File: src/rtl/mips_regfile.sv
// MIPS general-purpose register file: two combinational read ports, one
// synchronous write port, register 0 hardwired to zero, async active-low reset.
module mips_regfile #(
    parameter  int unsigned WORD = 32,
    parameter  int unsigned SIZE = 32,
    localparam int unsigned BITS = $clog2(SIZE)
) (
    input  logic            clk,
    input  logic            reset,
    input  logic            write,
    input  logic [BITS-1:0] address_A,
    input  logic [BITS-1:0] address_B,
    input  logic [BITS-1:0] address_dest,
    input  logic [WORD-1:0] write_data,
    output logic [WORD-1:0] A,
    output logic [WORD-1:0] B
);

    logic [WORD-1:0] r_regs [SIZE];
    logic            w_wr_en;

    assign w_wr_en = reset && write && (address_dest != '0);

    always_ff @(posedge clk or negedge reset) begin
        if (!reset) begin
            r_regs <= '{default: '0};
        end else if (w_wr_en) begin
            r_regs[address_dest] <= write_data;
        end
    end

    // Same-cycle writeback is forwarded so decode sees it without a bubble.
    always_comb begin
        A = '0;
        B = '0;
        if (reset) begin
            if (address_A != '0) begin
                A = (w_wr_en && (address_dest == address_A)) ? write_data : r_regs[address_A];
            end
            if (address_B != '0) begin
                B = (w_wr_en && (address_dest == address_B)) ? write_data : r_regs[address_B];
            end
        end
    end

endmodule

File: config.mk
export PLATFORM = sky130hd
export DESIGN_NAME = mips_regfile
export DESIGN_NICKNAME = d
export VERILOG_FILES = /design/src/rtl/mips_regfile.sv
export SDC_FILE = /design/constraint.sdc
export NUM_CORES = 2
export LEC_CHECK = 0
export ABC_AREA = 0
export CAP_MARGIN = 20
export CORE_ASPECT_RATIO = 0.6
export CORE_MARGIN = 8
export CORE_UTILIZATION = 57
export DETAILED_ROUTE_END_ITERATION = 10
export PLACE_DENSITY_LB_ADDON = 0.12
export RECOVER_POWER = 100
export SLEW_MARGIN = 20
export SYNTH_ARGS = -nofsm -noshare
export SYNTH_HDL_FRONTEND = slang
export SYNTH_SLANG_ARGS = --single-unit
File: constraint.sdc
create_clock -name clk -period 2.42 [get_ports clk]
set_input_delay 0.484 -clock clk [delete_from_list [all_inputs] [get_ports clk]]
set_output_delay 0.484 -clock clk [all_outputs]
set_load 0.01 [all_outputs]
# Word level (Yosys, flattened, before mapping)
# Cells that the tools add are included.
# totals
regBits,1024
latchBits,0
ramBits,0
mem_bits_ro,0
output_inout_bits,64
mem_count,0
# op_classes
n_addsub,0
mul,0
div,0
magnitude_cmp,4
n_eq_ne,2
shifts,0
muxes,15
n_bitwise,3
reduce_logical,8
# op_table
cell,count
$bwmux 1024,1
$mux 32,11
$bmux 32 s5,2
$demux 32 s5,1
$ge 6x6->1 const B,3
$not 5->6,3
$reduce_bool 5->1,3
$eq 5x5->1,2
$lt 6x1->1 const B,1
$logic_and 1x1->1,5

# Logic depth before layout (Yosys ltp)
# logic_depth
word_depth,7
mapped_depth,9

# Least setup slack after synthesis
# Ideal clock, no wire load.
# synth_timing
kind,input to output
start,in address_A[2]
end,out A[31]
arrival_ns,2.152
required_time_ns,1.936
setup_slack_ns,-0.216
stages,7
cell_sequence,buf_2 > clkbuf_1 > buf_2 > mux4_2 > a211oi_1 > a21oi_1 > a221o_1
# synth_between
elab_chain_cells,7
elab_cells_between_ends,10
# synth_rtl
item,line,rtl
"start, declared",11,"input logic [BITS-1:0] address_A,"
$not 5->6 (implied by the code),38,A = (w_wr_en && (address_dest == address_A)) ? write_data : r_regs[address_A];
$bmux 32 s5,38,
$mux 32 (implied by the code) (2 in series),38,
$mux 32,38,
$mux 32 *,37,if (address_A != '0) begin
$mux 32 *,36,if (reset) begin
"end, declared",15,"output logic [WORD-1:0] A,"
# Mark *: on every way between the ends. The rest lies on a longest branch, timed or not. The select of a mux whose other input is x is not followed.

# Final worst setup path
# layout_timing
start,in address_A[0]
end,out A[6]
# The elaborated chain is that of the path after synthesis.

==> results.toml <==
[die]
ios = 114
rows = 88
die_h_um = 257
die_w_um = 418
core_area_sq_um = 96000
initial_core_util_pct = 57.4
fp.dieArea_sq_um = 107000

[layout]
regMostFlops = "r_regs"
fin_nets = 4381
fill_cells = 6082
largest_register_ffs = 1024
drive_gt1_share_pct = 65.6
top_regs = "r_regs: 1024 flops"
syn2layout_area_growth_pct = 26.1
utilization_pct = 72.4
stdcell_area_sq_um = 69600

[yosys]
synth.area.top_cells = "dfrtp_1 (46%), mux4_2 (21%), mux2_2 (21%)"
yosysTopAreaCell = "dfrtp_1"
synth_edf_count = 0
synth_seq_cells = 1024
async_flop_share_pct = 100
yosys-top-cells-count = "dfrtp_1 (1024), mux2_2 (1008), mux4_2 (512)"
yosysMostFrequentCell = "dfrtp_1"
synth_area_sq_um = 55100
syn_area_per_cell_sq_um = 15.2
synth_top_area_share_pct = 46.5
synth_cells = 3624
synth-seq-area-share_pct = 46.5
synth_flop_cell = "dfrtp_1"
synth_cell_type_count = 46
syn_nets = 3674
yosys_warnings = 0

[placement]
dpl_cell_area_sq_um = 64200
post-dp-hpwl_mm = 129
gp_congestion = 0.975
port-buffer-count = 113

[detailed_routing]
vias = 39600
wirelength_mm = 194
drt_iter0_drc = 4515
detail-route-antenna-nets = 0
firstDrtPassIters = 5
wl_per_cell_um = 34.0
drcViolationCount = 0
routed_via_density = 6.93

[power_and_ir_drop]
swShare_pct = 26.9
leakagePower_nw = 31.8
internal-power_mw = 36.4
p_seq_share_pct = 42.1
ir_drop_v = 0.000632
p_clk_share_pct = 35.5
combinationalPowerShare_pct = 22.4
power_switching_mw = 13.4
p_per_area_nw_per_um2 = 717

[min_path]
worstHoldStart = "r_regs[1005]"
hp-class = "reg2reg"

[timing]
rsz0062_at_grt = "yes"
fin_crit_sh_pct = 132
worst_slew_pin_slew_ns = 1.57
max_clock_freq_mhz = 314
final-setup-viol-count = 1150
fin_ws_ns = -0.765
period_minus_slack_ns = 3.19
slew_violations = 135
hold_viol = 0
finClkSkew_ns = 0
relSlewSlack_pct = -4.86

[setup_path]
slowest_stage = "mux4_2"
slowest_delay_ns = 0.50
path_class = "in2out"
path_cells = "buf_16, bufbuf_16, buf_4, mux4_2, nor2b_4, a211oi_2, buf_4, a211oi_2, a221o_1, buf_2"
reg2reg_from = "r_regs[587]"
cp.required_ns = 1.94
critPathMaxFanout = 11
startpoint_type = "input pin"
crit_start = "address_A[0]"
critical_path_arrival_ns = 2.70
critPathCaptureType = "primary output"

[cts]
insertion_delay_ns = 0.70
cts.sinks = 1024
ctsHtreeMaxLevel = 3
numCtsBuffers = 96
clk_pin_slew_ns = 0.06
clock_path_buffers = 3
cts-root-buf = "clkbuf_16"
cts_tree = "built"

[global_routing]
antenna_found_initial = 5
grt_util_all_layers_pct = 35.7
grt_pass1_wl_mm = 285
grt_max_degree = 184
grt_overflow = 0
grt_pass1_vias = 41400

[status]
violations = "capacitance limit, slew limit, setup timing"
outcome = "finished, violations left"

[flow_run]
maxCapViolCount = 1
kinds of logic after synthesis:
| kind of cell | Yosys count | synth area share (%) |
|---|---|---|
| mux | 1663 | 44.2 |
| flops | 1024 | 46.5 |
| buf+inv | 428 | 3.70 |
| compound gates | 264 | 3.51 |
| simple gates | 235 | 1.97 |
| xor+xnor | 10 | 0.159 |
final cells by class:
cell class                      instances  area, sq um  share of cell area, %
Multi-Input combinational cell       2172        29000                   41.7
Tap cell                             1305         1630                   2.35
Clock inverter                         44          831                   1.19
Sequential cell                      1024        25600                   36.8
Antenna cell                            4         10.0                 0.0144
Inverter                                1         3.75                0.00540
Clock buffer                          136         2860                   4.11
Timing Repair Buffer                 1036         9570                   13.8
worst paths after layout:
path | to | slack (ns) | cells after the start
worst max-delay path | A[6] | -0.77 | 10
worst min-delay path | r_regs[1005] | 0.40 | 0
worst max register to register | r_regs[587] | 1.32 | 4
worst min register to register | r_regs[1005] | 0.40 | 0
max in group asynchronous | r_regs[209] | -0.28 | 4
min in group asynchronous | r_regs[112] | 0.50 | 4
power groups by stage:
stage,registers (mW),clock network [mW],logic [mW]
final,21.0,17.7,11.2
after global routing,21.2,18.5,11.7
after CTS,20.9,17.8,10.8
after detailed placement,21.1,0,10.1
after global placement,20.9,0,9.78
after floorplan,20.6,0,5.84
worst max-delay path, delay by kind of cell:
| family | cells | cell delay (ns) |
|---|---|---|
| mux | 1 | 0.50 |
| compound gates | 3 | 0.58 |
| buf+inv | 5 | 0.98 |
| simple gates | 1 | 0.14 |
layer usage:
metal | vias to the layer above | global-route usage, % | wire length, um | part of all wire, %
met1 | 21100 | 49.4 | 76200 | 39
met5 | - | 0 | 11 | 0.0057
met2 | 2516 | 51.8 | 84700 | 44
met3 | 553 | 12.9 | 24500 | 13
li1 | 15500 | - | - | -
met4 | 2 | 13.7 | 8990 | 4.6
per-stage QoR:
step / power, mW / hold slack, ns / cells / setup WS [ns] / TNS, ns
floorplan: 26.4 / 0.188 / 3624 / -0.113 / -3.45
global placement: 30.6 / 0.378 / 5455 / -1.30 / -273.97
detailed placement: 31.3 / 0.387 / 5455 / -1.30 / -315.55
CTS: 49.5 / 0.0506 / 5687 / -0.704 / -37.30
global route: 51.4 / 0.414 / 5720 / -0.794 / -338.59
finish: 49.9 / 0.398 / 5722 / -0.765 / -172.97
timing repair:
item                                    CTS  global route
buffers inserted                         62            31
endpoints found under the hold margin    10             0
hold buffers                              2             0
endpoints found under the setup margin   64            64
pin swaps                               107            51
gates cloned                              2             4
resized for setup                       624           116
cells in the final DEF, fill, tap and decap left out, types with 31 or more instances in the layout:
master / netlist / routed
dfrtp_1: 1024 / 1024
mux2_2: 1008 / 980
buf_4: 25 / 627
mux4_2: 512 / 512
buf_6: 5 / 127
clkbuf_16: 0 / 106
nand2_1: 109 / 95
buf_12: 5 / 91
mux2i_1: 96 / 82
buf_2: 148 / 53
mux2_1: 47 / 50
a211oi_2: 0 / 43
nor2_1: 52 / 38
a22oi_1: 60 / 35
clkbuf_1: 220 / 34
clkdlybuf4s50_1: 0 / 33
clkbuf_4: 0 / 32
a221o_1: 31 / 31
Power figures use the tool's default switching activity.
